===== config.mk =====
export PLATFORM = sky130hd
export DESIGN_NAME = key_debounce_ctrl_flat
export DESIGN_NICKNAME = d
export VERILOG_FILES = /design/src/rtl/key_debounce_ctrl_pkg.sv /design/src/rtl/key_debounce_ctrl_if.sv /design/src/rtl/key_debounce_ctrl_ms_timer.sv /design/src/rtl/key_debounce_ctrl.sv /design/src/flat_wrapper.sv
export SDC_FILE = /design/constraint.sdc
export NUM_CORES = 1
export LEC_CHECK = 0
export ABC_CLOCK_PERIOD_IN_PS = 2750
export BUFFER_PORTS_ARGS = -buffer_cell sky130_fd_sc_hd__buf_2
export CORE_MARGIN = 2
export CORE_UTILIZATION = 30
export DETAILED_ROUTE_END_ITERATION = 7
export PLACE_DENSITY = 0.46
export SETUP_SLACK_MARGIN = 0.2
export SYNTH_ARGS = -nofsm -noshare
export SYNTH_HDL_FRONTEND = slang
export SYNTH_SLANG_ARGS = --single-unit

===== constraint.sdc =====
create_clock -name CLOCK -period 2.75 [get_ports CLOCK]
set_input_delay 0.1375 -clock CLOCK [delete_from_list [all_inputs] [get_ports CLOCK]]
set_output_delay 0.1375 -clock CLOCK [all_outputs]
set_load 0.01 [all_outputs]

===== src/rtl/key_debounce_ctrl_pkg.sv =====
// rtl/key_debounce_ctrl_pkg.sv - shared types and widths for the key debounce controller
// Contents:
//   MS_W, PRE_W   widths of the ms counter and of the 1 ms prescaler
//   key_state_t   FSM state encoding (3-bit)
//   edge_kind_t   which edge was seen last (H2L = push, L2H = release)
package key_debounce_ctrl_pkg;

    localparam int MS_W  = 11;
    localparam int PRE_W = 16;

    typedef enum logic [2:0] {
        ST_IDLE         = 3'd0,
        ST_PRESS_WAIT   = 3'd1,
        ST_HELD         = 3'd2,
        ST_REPEAT       = 3'd3,
        ST_RELEASE_WAIT = 3'd4
    } key_state_t;

    typedef enum logic {
        EDGE_L2H = 1'b0,
        EDGE_H2L = 1'b1
    } edge_kind_t;

endpackage


===== src/rtl/key_debounce_ctrl_if.sv =====
// rtl/key_debounce_ctrl_if.sv - edge-pulse inputs and key-event outputs of the debouncer
// Signals:
//   H2L_Sig, L2H_Sig     1-cycle edge pulses from the pin edge detector
//   Key_Press/Release    1-cycle confirmed press / release pulses
//   Key_Long, Key_Repeat 1-cycle long-press and auto-repeat pulses
//   Key_Level            debounced level, 1 = pressed
// Modports: master = edge detector / event consumer side, slave = debouncer.
interface key_debounce_ctrl_if;

    logic H2L_Sig;
    logic L2H_Sig;
    logic Key_Press;
    logic Key_Release;
    logic Key_Long;
    logic Key_Repeat;
    logic Key_Level;

    modport master (
        output H2L_Sig, L2H_Sig,
        input  Key_Press, Key_Release, Key_Long, Key_Repeat, Key_Level
    );

    modport slave (
        input  H2L_Sig, L2H_Sig,
        output Key_Press, Key_Release, Key_Long, Key_Repeat, Key_Level
    );

endinterface


===== src/rtl/key_debounce_ctrl_ms_timer.sv =====
// rtl/key_debounce_ctrl_ms_timer.sv - 1 ms prescaler plus saturating millisecond counter
// Ports:
//   CLOCK    in   system clock, rising edge
//   RST_n    in   asynchronous active-low reset
//   clr      in   synchronous clear of prescaler and ms counter (beats ms_tick)
//   ms_tick  out  high in the cycle the prescaler sits at T1MS
//   ms_cnt   out  number of ms_ticks since the last clear, saturating
module key_debounce_ctrl_ms_timer
    import key_debounce_ctrl_pkg::*;
#(
    parameter logic [PRE_W-1:0] T1MS = 16'd49_999
) (
    input  logic            CLOCK,
    input  logic            RST_n,
    input  logic            clr,
    output logic            ms_tick,
    output logic [MS_W-1:0] ms_cnt
);

    logic [PRE_W-1:0] pre;

    assign ms_tick = (pre == T1MS);

    always_ff @(posedge CLOCK or negedge RST_n) begin
        if (!RST_n) begin
            pre    <= '0;
            ms_cnt <= '0;
        end else if (clr) begin
            pre    <= '0;
            ms_cnt <= '0;
        end else if (ms_tick) begin
            pre <= '0;
            // Hold at all-ones so a very long hold never looks like a fresh count.
            if (ms_cnt != '1) begin
                ms_cnt <= ms_cnt + MS_W'(1);
            end
        end else begin
            pre <= pre + PRE_W'(1);
        end
    end

endmodule


===== src/rtl/key_debounce_ctrl.sv =====
// rtl/key_debounce_ctrl.sv - debounce and press/release/long/repeat sequencer for one push-button
// Ports:
//   CLOCK   in   system clock, rising edge
//   RST_n   in   asynchronous active-low reset
//   bus     slave modport: H2L_Sig/L2H_Sig in, Key_Press/Release/Long/Repeat/Level out
// All outputs are registered; the FSM, last_edge and output registers live here,
// timing comes from the ms_timer sub-module.
module key_debounce_ctrl
    import key_debounce_ctrl_pkg::*;
#(
    parameter logic [PRE_W-1:0] T1MS        = 16'd49_999,
    parameter logic [MS_W-1:0]  DEBOUNCE_MS = 11'd10,
    parameter logic [MS_W-1:0]  LONG_MS     = 11'd1000,
    parameter logic [MS_W-1:0]  REPEAT_MS   = 11'd200
) (
    input  logic                 CLOCK,
    input  logic                 RST_n,
    key_debounce_ctrl_if.slave   bus
);

    key_state_t      state;
    edge_kind_t      last_edge;
    logic            key_press;
    logic            key_release;
    logic            key_long;
    logic            key_repeat;
    logic            key_level;

    logic            clr;
    logic            ms_tick;
    logic [MS_W-1:0] ms_cnt;

    // Both pulses in one cycle cancel: the pin cannot have moved in a known direction.
    logic edge_h2l;
    logic edge_l2h;
    logic edge_any;
    assign edge_h2l = bus.H2L_Sig & ~bus.L2H_Sig;
    assign edge_l2h = bus.L2H_Sig & ~bus.H2L_Sig;
    assign edge_any = edge_h2l | edge_l2h;

    // Debounce expiry is seen one cycle after ms_cnt reaches the limit; long and
    // repeat fire on the tick itself so their pulse lands right after that tick.
    logic debounce_done;
    logic long_hit;
    logic repeat_hit;
    assign debounce_done = (ms_cnt == DEBOUNCE_MS) && !edge_any;
    assign long_hit      = ms_tick && (ms_cnt == LONG_MS - MS_W'(1));
    assign repeat_hit    = ms_tick && (ms_cnt == REPEAT_MS - MS_W'(1));

    // Timer restarts on every state change, on every edge accepted while
    // waiting, and on each repeat period.
    always_comb begin
        clr = 1'b0;
        case (state)
            ST_IDLE:         clr = edge_h2l;
            ST_PRESS_WAIT:   clr = edge_any | debounce_done;
            ST_HELD:         clr = edge_l2h | long_hit;
            ST_REPEAT:       clr = edge_l2h | repeat_hit;
            ST_RELEASE_WAIT: clr = edge_any | debounce_done;
            default:         clr = 1'b1;
        endcase
    end

    key_debounce_ctrl_ms_timer #(
        .T1MS (T1MS)
    ) u_ms_timer (
        .CLOCK   (CLOCK),
        .RST_n   (RST_n),
        .clr     (clr),
        .ms_tick (ms_tick),
        .ms_cnt  (ms_cnt)
    );

    always_ff @(posedge CLOCK or negedge RST_n) begin
        if (!RST_n) begin
            state       <= ST_IDLE;
            last_edge   <= EDGE_L2H;
            key_press   <= 1'b0;
            key_release <= 1'b0;
            key_long    <= 1'b0;
            key_repeat  <= 1'b0;
            key_level   <= 1'b0;
        end else begin
            key_press   <= 1'b0;
            key_release <= 1'b0;
            key_long    <= 1'b0;
            key_repeat  <= 1'b0;
            case (state)
                ST_IDLE: begin
                    if (edge_h2l) begin
                        state     <= ST_PRESS_WAIT;
                        last_edge <= EDGE_H2L;
                    end
                end
                ST_PRESS_WAIT: begin
                    if (edge_any) begin
                        last_edge <= edge_h2l ? EDGE_H2L : EDGE_L2H;
                    end else if (debounce_done) begin
                        if (last_edge == EDGE_H2L) begin
                            state     <= ST_HELD;
                            key_press <= 1'b1;
                            key_level <= 1'b1;
                        end else begin
                            state <= ST_IDLE;
                        end
                    end
                end
                ST_HELD: begin
                    if (edge_l2h) begin
                        state     <= ST_RELEASE_WAIT;
                        last_edge <= EDGE_L2H;
                    end else if (long_hit) begin
                        state    <= ST_REPEAT;
                        key_long <= 1'b1;
                    end
                end
                ST_REPEAT: begin
                    if (edge_l2h) begin
                        state     <= ST_RELEASE_WAIT;
                        last_edge <= EDGE_L2H;
                    end else if (repeat_hit) begin
                        key_repeat <= 1'b1;
                    end
                end
                ST_RELEASE_WAIT: begin
                    if (edge_any) begin
                        last_edge <= edge_h2l ? EDGE_H2L : EDGE_L2H;
                    end else if (debounce_done) begin
                        if (last_edge == EDGE_L2H) begin
                            state       <= ST_IDLE;
                            key_release <= 1'b1;
                            key_level   <= 1'b0;
                        end else begin
                            // Bounce back to pressed: long-press timing starts over.
                            state <= ST_HELD;
                        end
                    end
                end
                default: state <= ST_IDLE;
            endcase
        end
    end

    assign bus.Key_Press   = key_press;
    assign bus.Key_Release = key_release;
    assign bus.Key_Long    = key_long;
    assign bus.Key_Repeat  = key_repeat;
    assign bus.Key_Level   = key_level;

endmodule


===== src/flat_wrapper.sv =====
// flat-port wrapper written by rule: the top's interface ports become plain ports
module key_debounce_ctrl_flat import key_debounce_ctrl_pkg::*;
#(
    parameter logic [PRE_W-1:0] T1MS        = 16'd49_999,
    parameter logic [MS_W-1:0]  DEBOUNCE_MS = 11'd10,
    parameter logic [MS_W-1:0]  LONG_MS     = 11'd1000,
    parameter logic [MS_W-1:0]  REPEAT_MS   = 11'd200
)
  (CLOCK, RST_n, bus_H2L_Sig, bus_L2H_Sig, bus_Key_Press, bus_Key_Release, bus_Key_Long, bus_Key_Repeat, bus_Key_Level);
  key_debounce_ctrl_if bus_i ();
  input  logic CLOCK;
  input  logic RST_n;
  input wire logic [$bits(bus_i.H2L_Sig)-1:0] bus_H2L_Sig;
  input wire logic [$bits(bus_i.L2H_Sig)-1:0] bus_L2H_Sig;
  output wire logic [$bits(bus_i.Key_Press)-1:0] bus_Key_Press;
  output wire logic [$bits(bus_i.Key_Release)-1:0] bus_Key_Release;
  output wire logic [$bits(bus_i.Key_Long)-1:0] bus_Key_Long;
  output wire logic [$bits(bus_i.Key_Repeat)-1:0] bus_Key_Repeat;
  output wire logic [$bits(bus_i.Key_Level)-1:0] bus_Key_Level;
  assign bus_i.H2L_Sig = bus_H2L_Sig;
  assign bus_i.L2H_Sig = bus_L2H_Sig;
  assign bus_Key_Press = bus_i.Key_Press;
  assign bus_Key_Release = bus_i.Key_Release;
  assign bus_Key_Long = bus_i.Key_Long;
  assign bus_Key_Repeat = bus_i.Key_Repeat;
  assign bus_Key_Level = bus_i.Key_Level;
  key_debounce_ctrl #(.T1MS(T1MS), .DEBOUNCE_MS(DEBOUNCE_MS), .LONG_MS(LONG_MS), .REPEAT_MS(REPEAT_MS)) u_core (.CLOCK(CLOCK), .RST_n(RST_n), .bus(bus_i));
endmodule

==> impl_metrics.ini, run 1 <==
[pwr]
peakVddDrop_uv = 220
p_leak_nw = 0.984
p_per_area_nw_per_um2 = 459

[run]
cap_violations = 0

[drt]
final_antenna_net_count = 0
dr.pass1.iters = 4
wl_per_cell_um = 13.6
routed_wl_mm = 4.02
viasPerCell = 4.98
dr_total_vias = 1468
drtIter0Drc = 49
post-route-drc-count = 0

[layout]
drive_above_1_share_pct = 11.5
nNetsFinal = 226
n_fill_cell = 668
areaGrowthSynthToFinish_pct = 11.4
antennaDiodeCount = 0
design_area_sq_um = 2170

[floorplan]
rows = 29
num_io_pins = 9
die_area_sq_um = 7150
die_y_um = 84.6
fp.dieW_um = 84.6
core_area_sq_um = 6310
initial_core_util_pct = 30.9

[synthesis]
syn-num-nets = 214
ys.warnings.count = 0
synth.top_cell.area_share_pct = 46.2
yosysSeqAreaShare_pct = 46.2
synth.most_common_cell = dfrtp_1
synthDistinctLibCells = 37
synth_edf_count = 0
yosysTopAreaCell = dfrtp_1
syn_inst = 205
synth_seq_cells = 36
synth_common_cells = dfrtp_1 (36), nor2_1 (32), and3_1 (13), xnor2_1 (13)
async_flop_share_pct = 100
synthTopCellsByArea = dfrtp_1 (46%), nor2_1 (6.2%), xnor2_1 (5.8%)
ys.flop_type = dfrtp_1
avgSynthCellArea_sq_um = 9.50
syn_area_sq_um = 1950

[setup_path]
critPathLaunchType = flip-flop
crit_type = reg2reg
cp_max_fo = 11
critPathArrivalTime_ns = 2.33
cp.required_ns = 2.92
end_kind = flip-flop
r2r_slack_ns = 0.59

[timing]
hold_ws_ns = 0.427
rsz0062_at_grt = false
setup_tns_ns = 0
setup_viol = 0
finClkSkew_ns = 0.00531
worst_slew_pin_slew_ns = 0.815
fin_crit_sh_pct = 78.4
slew_headroom_pct = 45.6
hold_viol = 0
max_freq_ghz = 0.464
drv_slew = 0
min_period_ns = 2.16

[global_route]
antenna_found_initial = 0
grt_usage_pct = 12.4
grt_pass1_vias = 1466
overflow = 0
grt_max_degree = 37
grt_pass1_wl_mm = 7.09

[clocking]
clock-sinks = 36
cts_tree = yes
cts_buffer_depth = 2
clk_root_buffer_cell = clkbuf_8
insertion_delay_ns = 0.28
post_cts_resized = 0
clk_pin_slew_ns = 0.07
htreeDepth = 2
numCtsBuffers = 5

[place]
io_buffers = 8
dp_hpwl_mm = 2.76
placed_area_sq_um = 2070
routabilityCongestion = 0.745

[hold_path]
hp-class = in2reg

[status]
status = finished, final reports clean
[logic make-up after synthesis]
group	synth area share [%]
XOR/XNOR	10.8
AND/OR/NAND/NOR	29.5
adder cells (fa/ha/maj)	3.21
buffers and inverters	3.53
flip-flops	46.2
AO/OA/AOI/OAI	6.10
multiplexers	0.578
[layer usage]
| layer | part of all wire, % | wire [um] | up-vias | global-route usage, % |
|---|---|---|---|---|
| met2 | 44 | 1780 | 14 | 19.2 |
| met4 | 1.4 | 57 | 0 | 3.90 |
| met1 | 52 | 2090 | 712 | 16.9 |
| met3 | 2.4 | 95 | 7 | 3.24 |
| met5 | 0 | 0 | - | 0 |
| li1 | - | - | 735 | - |
[power breakdown]
group          switching (W)  total (W)  internal (W)
registers         0.00000903   0.000548      0.000539
logic              0.0000389  0.0000596     0.0000207
clock network       0.000188   0.000388      0.000200
total               0.000236   0.000996      0.000760
[path summary, 6_finish.rpt]
| kind | from | end | depth (start not counted) |
|---|---|---|---|
| setup / recovery | u_core.u_ms_timer.ms_cnt[5] | u_core.u_ms_timer.ms_cnt[1] | 6 |
| min in group asynchronous | RST_n | u_core.u_ms_timer.pre[5] | 2 |
| setup reg to reg | u_core.u_ms_timer.ms_cnt[5] | u_core.u_ms_timer.ms_cnt[1] | 6 |
| hold reg to reg | u_core.u_ms_timer.pre[0] | u_core.u_ms_timer.pre[0] | 1 |
| max in group asynchronous | RST_n | u_core.u_ms_timer.ms_cnt[4] | 2 |
| hold / removal | bus_L2H_Sig | u_core.state[0] | 5 |
[what timing repair did]
action / 4_1_cts / 5_1_grt
hold buffers: 1 / 0
hold endpoints to repair: 36 / 0
buffers inserted: 0 / 0
[worst max-delay path, stage by stage, from the launching register on]
cell and delay [ns]:
dfrtp_1 0.43, or4_1 0.59, nor4b_1 0.44, o31ai_1 0.13
o21ai_0 0.17, buf_4 0.21, nor3_1 0.07
[placed cells by master (no fill, tap or decap), types with 3 or more instances in the layout]
| master | count |
|---|---|
| and2_1 | 4 |
| buf_2 | 8 |
| a31oi_1 | 3 |
| inv_1 | 9 |
| nand3_1 | 11 |
| a21oi_1 | 4 |
| ha_1 | 5 |
| nor4_1 | 5 |
| dfrtp_1 | 36 |
| nor2_1 | 32 |
| o21ai_0 | 6 |
| nor3_1 | 4 |
| xnor2_1 | 13 |
| clkbuf_8 | 6 |
| and3_1 | 13 |
| xor2_1 | 11 |
| nand4_1 | 7 |
| nor2b_1 | 4 |
| nand2_1 | 11 |
[state kept, by name, summed over array words and instances (netlist names)]
name	count
u_core.state	3
u_core.u_ms_timer.pre	16
u_core.bus.Key_Release	1
u_core.bus.Key_Repeat	1
u_core.u_ms_timer.ms_cnt	11
u_core.bus.Key_Press	1
u_core.bus.Key_Long	1
u_core.last_edge	1
u_core.bus.Key_Level	1
[per-stage QoR]
step | total power, W | util (%) | setup slack (ns) | std cells
after CTS | 0.00102 | 34.4 | 0.562 | 295
after global placement | 0.000619 | 32.8 | 0.575 | 286
after floorplan | 0.000595 | - | 0.782 | 205
after detailed placement | 0.000619 | 32.8 | 0.595 | 286
final | 0.000996 | 34.4 | 0.595 | 295
after global routing | 0.00105 | 34.4 | 0.336 | 295
[cell type report]
type	instances	area, sq um	share of cell area, %
Tap cell	77	96.3	4.44
Multi-Input combinational cell	153	978	45.1
Sequential cell	36	901	41.5
Timing Repair Buffer	11	65.1	3.00
Clock inverter	2	10.0	0.461
Clock buffer	6	82.6	3.80
Inverter	10	37.5	1.73
(Power assumes the default switching activity.)
==> inputs of run 2 (changes only) <==
--- a/config.mk
+++ b/config.mk
@@ -5,12 +5,12 @@
 export SDC_FILE = /design/constraint.sdc
 export NUM_CORES = 1
 export LEC_CHECK = 0
-export ABC_CLOCK_PERIOD_IN_PS = 2750
+export ABC_CLOCK_PERIOD_IN_PS = 1750
 export BUFFER_PORTS_ARGS = -buffer_cell sky130_fd_sc_hd__buf_2
 export CORE_MARGIN = 2
 export CORE_UTILIZATION = 30
 export DETAILED_ROUTE_END_ITERATION = 7
-export PLACE_DENSITY = 0.46
+export PLACE_DENSITY = 0.47
 export SETUP_SLACK_MARGIN = 0.2
 export SYNTH_ARGS = -nofsm -noshare
 export SYNTH_HDL_FRONTEND = slang
==> constraint.sdc (replaced) <==
create_clock -name CLOCK -period 1.75 [get_ports CLOCK]
set_input_delay 0.0875 -clock CLOCK [delete_from_list [all_inputs] [get_ports CLOCK]]
set_output_delay 0.0875 -clock CLOCK [all_outputs]
set_load 0.01 [all_outputs]
==> run 2 against run 1 <==
The run now ends with setup timing left. Die area did not move. Wire length up 9.9%. Maximum frequency is 7.9% higher. Non-clock buffer count is 37 higher. Clock skew rose by 0.0032 ns. Clock power up 58%. Largest cell class unchanged.
==> impl_metrics.ini, run 2 (same netlist as run 1, synthesis figures left out) <==
[setup_path]
end_kind = flip-flop
critPathArrivalTime_ns = 2.17
cp.required_ns = 1.92
critPathLaunchType = flip-flop
cp_max_fo = 6
crit_type = reg2reg

[clocking]
clk_root_buffer_cell = clkbuf_8
cts_buffer_depth = 2
insertion_delay_ns = 0.29
clk_pin_slew_ns = 0.07
clock-sinks = 36
htreeDepth = 2
cts_tree = yes
numCtsBuffers = 5

[layout]
largest_reg_flops = 16
antennaDiodeCount = 0
fin_cells = 332
layout_commonest_cell = buf_4
mostFrequentLayoutCells = buf_4 (37), dfrtp_1 (36), nor2_1 (32)
top_register = u_core.u_ms_timer.pre
drive_above_1_share_pct = 28.6
areaGrowthSynthToFinish_pct = 30.3
n_fill_cell = 658
largestRegisters = u_core.u_ms_timer.pre x16, u_core.u_ms_timer.ms_cnt x11, u_core.state x3
nNetsFinal = 263

[floorplan]
core_area_sq_um = 6310
fp.dieW_um = 84.6
initial_core_util_pct = 30.9
rows = 29
die_area_sq_um = 7150
die_y_um = 84.6
num_io_pins = 9

[place]
routabilityCongestion = 0.810
dp_hpwl_mm = 3.02
io_buffers = 8
numPlacedInstances = 320

[run]
cap_violations = 0

[drt]
wl_per_cell_um = 13.3
drtIter0Drc = 53
dr_total_vias = 1610
viasPerCell = 4.85
dr.pass1.iters = 4
final_antenna_net_count = 0
post-route-drc-count = 0
routed_wl_mm = 4.42

[pwr]
p_leak_nw = 1.18
peakVddDrop_uv = 238
p_per_area_nw_per_um2 = 628

[hold_path]
hp-class = in2async

[timing]
min_period_ns = 2.00
worst_slew_pin_slew_ns = 0.474
setup_ws_ns = -0.246
drv_slew = 0
finClkSkew_ns = 0.00852
fin_crit_sh_pct = 114
max_freq_ghz = 0.501
rsz0062_at_grt = true
setup_tns_ns = -6.57
hold_viol = 0
slew_headroom_pct = 68.4
setup_viol = 33

[global_route]
grt_max_degree = 37
antenna_found_initial = 0
grt_pass1_vias = 1630
grt_pass1_wl_mm = 7.64
grt_usage_pct = 13.3
overflow = 0

[status]
violations = setup timing
status = finished with violations
==> run 2: per-stage QoR <==
stage	hold WS [ns]	utilization, %	setup WS [ns]	area, sq um	total power [W]
5_1_grt	0.418	40.2	-0.345	2540	0.00168
2_1_floorplan	-0.208	-	-0.132	1980	0.000945
4_1_cts	0.370	39.7	-0.261	2510	0.00162
3_3_place_gp	0.165	37.4	-0.254	2360	0.000986
3_5_place_dp	0.167	37.4	-0.257	2360	0.000987
6_report	0.380	40.2	-0.246	2540	0.00159
==> run 2: critical path, stage by stage, from the launching register on <==
cell and delay (ns):
dfrtp_1 0.38, or4_4 0.57, nor4b_1 0.28, buf_4 0.17, o31ai_1 0.08, o21ai_2 0.17
buf_4 0.19, nor2_1 0.05
==> run 2: repair_timing <==
| action | 4_1_cts | 5_1_grt |
|---|---|---|
| pin swaps | 5 | 2 |
| endpoints found under the setup margin | 36 | 36 |
| gates cloned | 1 | 0 |
| hold endpoints to repair | 36 | 0 |
| resized for setup | 7 | 8 |
| hold buffers | 1 | 0 |
| buffers inserted | 1 | 1 |
==> run 2: cell type report <==
class / count / area, sq um / area share, %
Tap cell: 77 / 96.3 / 3.79
Timing Repair Buffer: 48 / 359 / 14.1
Sequential cell: 36 / 901 / 35.5
Clock buffer: 8 / 90.1 / 3.55
Multi-Input combinational cell: 153 / 1050 / 41.5
Inverter: 10 / 37.5 / 1.48
==> run 2: worst paths after layout <==
check                                                   from                     endpoint  slack (ns)  cells after the start
worst max-delay path            u_core.u_ms_timer.ms_cnt[10]  u_core.u_ms_timer.ms_cnt[4]       -0.25                      7
worst min-delay path                                   RST_n  u_core.u_ms_timer.ms_cnt[6]        0.38                      3
worst max register to register  u_core.u_ms_timer.ms_cnt[10]  u_core.u_ms_timer.ms_cnt[4]       -0.25                      7
worst min register to register          u_core.bus.Key_Level         u_core.bus.Key_Level        0.54                      2
max in group asynchronous                              RST_n     u_core.u_ms_timer.pre[5]        1.04                      3
min in group CLOCK                               bus_L2H_Sig              u_core.state[0]        0.38                      5
==> run 2: routing by layer <==
| layer | up-vias | part of all wire, % | track usage [%] | routed length [um] |
|---|---|---|---|---|
| met4 | 0 | 1.3 | 5.77 | 59 |
| met5 | - | 0 | 0 | 0 |
| met2 | 20 | 46 | 21.0 | 2030 |
| met3 | 6 | 3.2 | 3.15 | 143 |
| li1 | 810 | - | - | - |
| met1 | 774 | 50 | 17.3 | 2190 |
==> run 2: power by group <==
group,internal (W),switching (W),total (W)
registers,0.000847,0.0000120,0.000859
logic,0.0000488,0.0000728,0.000122
clock network,0.000321,0.000291,0.000613
==> inputs of run 3 (changes only) <==
--- a/config.mk
+++ b/config.mk
@@ -11,6 +11,7 @@
 export CORE_UTILIZATION = 30
 export DETAILED_ROUTE_END_ITERATION = 7
 export PLACE_DENSITY = 0.47
+export RECOVER_POWER = 100
 export SETUP_SLACK_MARGIN = 0.2
 export SYNTH_ARGS = -nofsm -noshare
 export SYNTH_HDL_FRONTEND = slang
==> run 3 against run 2 <==
The flow still finishes with violations (setup timing). Critical path depth did not move. First-iteration DRC count decreased by 5.7%. Worst setup slack worse by 0.0013 ns. Maximum frequency hardly changed. Sequential power barely moved. Sequential share of layout area is 0.12 points higher. Critical path type unchanged. Highest routed layer unchanged.
==> impl_metrics.ini, run 3 (same netlist as run 1, synthesis figures left out) <==
[hold_path]
holdPathStages = 5
hp-class = in2reg

[global_route]
grt_pass1_wl_mm = 7.64
grt_pass1_vias = 1630
overflow = 0
grt_usage_pct = 13.3
antenna_found_initial = 0
grt_max_degree = 37

[clocking]
cts_tree = yes
htreeDepth = 2
numCtsBuffers = 5
insertion_delay_ns = 0.29
cts_buffer_depth = 2
clk_root_buffer_cell = clkbuf_8
clk_pin_slew_ns = 0.07
clock-sinks = 36

[layout]
antennaDiodeCount = 0
areaGrowthSynthToFinish_pct = 29.9
post-route-util_pct = 40.1
mostFrequentLayoutCells = buf_4 (36), dfrtp_1 (36), nor2_1 (32)
n_fill_cell = 663
area.sequential_sq_um = 901
largest_reg_flops = 16
drive_above_1_share_pct = 26.7
nNetsFinal = 263
design_area_sq_um = 2530
largestRegisters = u_core.u_ms_timer.pre x16, u_core.u_ms_timer.ms_cnt x11, u_core.state x3
top_register = u_core.u_ms_timer.pre
multi_input_area_sq_um = 1050

[setup_path]
endpoint = u_core.u_ms_timer.ms_cnt[4]
r2r_slack_ns = -0.25
crit_type = reg2reg
critPathSlowestCell = or4_4
crit_path_frequent_cell = buf_4
critPathArrivalTime_ns = 2.17
rr_endpoint = u_core.u_ms_timer.ms_cnt[4]
crit_family = simple AND/OR/NAND/NOR gates
critPathLaunchType = flip-flop
path_cells = or4_4 > nor4b_1 > buf_4 > o31ai_1 > o21ai_2 > buf_4 > nor2_1
cp_num_buf_inv = 2
worstSetupStartpoint = u_core.u_ms_timer.ms_cnt[10]
cp_max_fo = 6
rr_worst_depth = 7
critical_path.max_stage_delay_ns = 0.57
r2r-start = u_core.u_ms_timer.ms_cnt[10]
cp.required_ns = 1.92
end_kind = flip-flop
crit_cells = 7

[drt]
final_antenna_net_count = 0
post-route-drc-count = 0
dr_total_vias = 1612
wl_per_cell_um = 13.3
routed_wl_mm = 4.42
dr.pass1.iters = 4
viasPerCell = 4.86
drtIter0Drc = 50

[pwr]
p_leak_nw = 1.16
p_per_area_nw_per_um2 = 630
peakVddDrop_uv = 238

[status]
status = finished with violations
violations = setup timing

[floorplan]
num_io_pins = 9
die_area_sq_um = 7150
die_y_um = 84.6
fp.dieW_um = 84.6
rows = 29
initial_core_util_pct = 30.9
core_area_sq_um = 6310

[timing]
slew_headroom_pct = 37.8
rsz0062_at_grt = true
setup_ws_ns = -0.248
worst_slew_pin_slew_ns = 0.933
max_freq_ghz = 0.501
setup_viol = 33
drv_slew = 0
finClkSkew_ns = 0.00851
fin_crit_sh_pct = 114
min_period_ns = 2.00
hold_viol = 0

[place]
dp_hpwl_mm = 3.02
pre_cts_ws_ns = -0.257
placed_area_sq_um = 2360
routabilityCongestion = 0.810
io_buffers = 8

[run]
cap_violations = 0
[run 3: worst reg2reg max path, stage by stage, from the launching register on]
cell,delay [ns]
dfrtp_1,0.38
or4_4,0.57
nor4b_1,0.28
buf_4,0.17
o31ai_1,0.08
o21ai_2,0.17
buf_4,0.19
nor2_1,0.05
[run 3: timing repair]
action                                 in CTS  in global routing
pin swaps                                   5                  2
endpoints found under the hold margin      36                  0
hold buffers                                1                  0
gates cloned                                1                  0
setup endpoints to repair                  36                 36
setup buffers                               1                  1
gates resized for setup                     7                  8
[run 3: power breakdown]
| group | switching [W] | total (W) | internal [W] |
|---|---|---|---|
| Clock | 0.000293 | 0.000615 | 0.000321 |
| Sequential | 0.0000119 | 0.000859 | 0.000847 |
| Combinational | 0.0000725 | 0.000120 | 0.0000478 |
| Total | 0.000378 | 0.00159 | 0.00122 |
[run 3: worst min path at each step]
stage / from / end / slack [ns]
floorplan: RST_n / u_core.bus.Key_Level / -0.21
global placement: RST_n / u_core.bus.Key_Level / 0.16
detailed placement: RST_n / u_core.bus.Key_Release / 0.17
CTS: bus_L2H_Sig / u_core.state[0] / 0.37
global route: bus_L2H_Sig / u_core.state[0] / 0.42
finish: bus_L2H_Sig / u_core.state[0] / 0.38
[run 3: metal layers]
layer	GRT usage, %	up-vias	wire, um
met3	3.15	6	147
li1	-	810	-
met5	0	-	0
met4	5.77	0	59
met2	21.0	20	2020
met1	17.3	776	2200
[run 3: stage by stage]
stage / total power, W / setup TNS, ns / hold WS, ns / cells
2_1_floorplan: 0.000945 / -2.32 / -0.208 / 205
3_3_place_gp: 0.000986 / -6.08 / 0.165 / 320
3_5_place_dp: 0.000987 / -6.48 / 0.167 / 320
4_1_cts: 0.00162 / -6.82 / 0.370 / 331
5_1_grt: 0.00168 / -9.96 / 0.418 / 332
6_report: 0.00159 / -6.49 / 0.379 / 332
[run 3: final cells by class]
cell class,count,area share (%)
timing repair buffer,48,13.8
tap,77,3.81
clock buffer,8,3.56
sequential,36,35.6
multi-input combinational,153,41.7
inverter,10,1.48
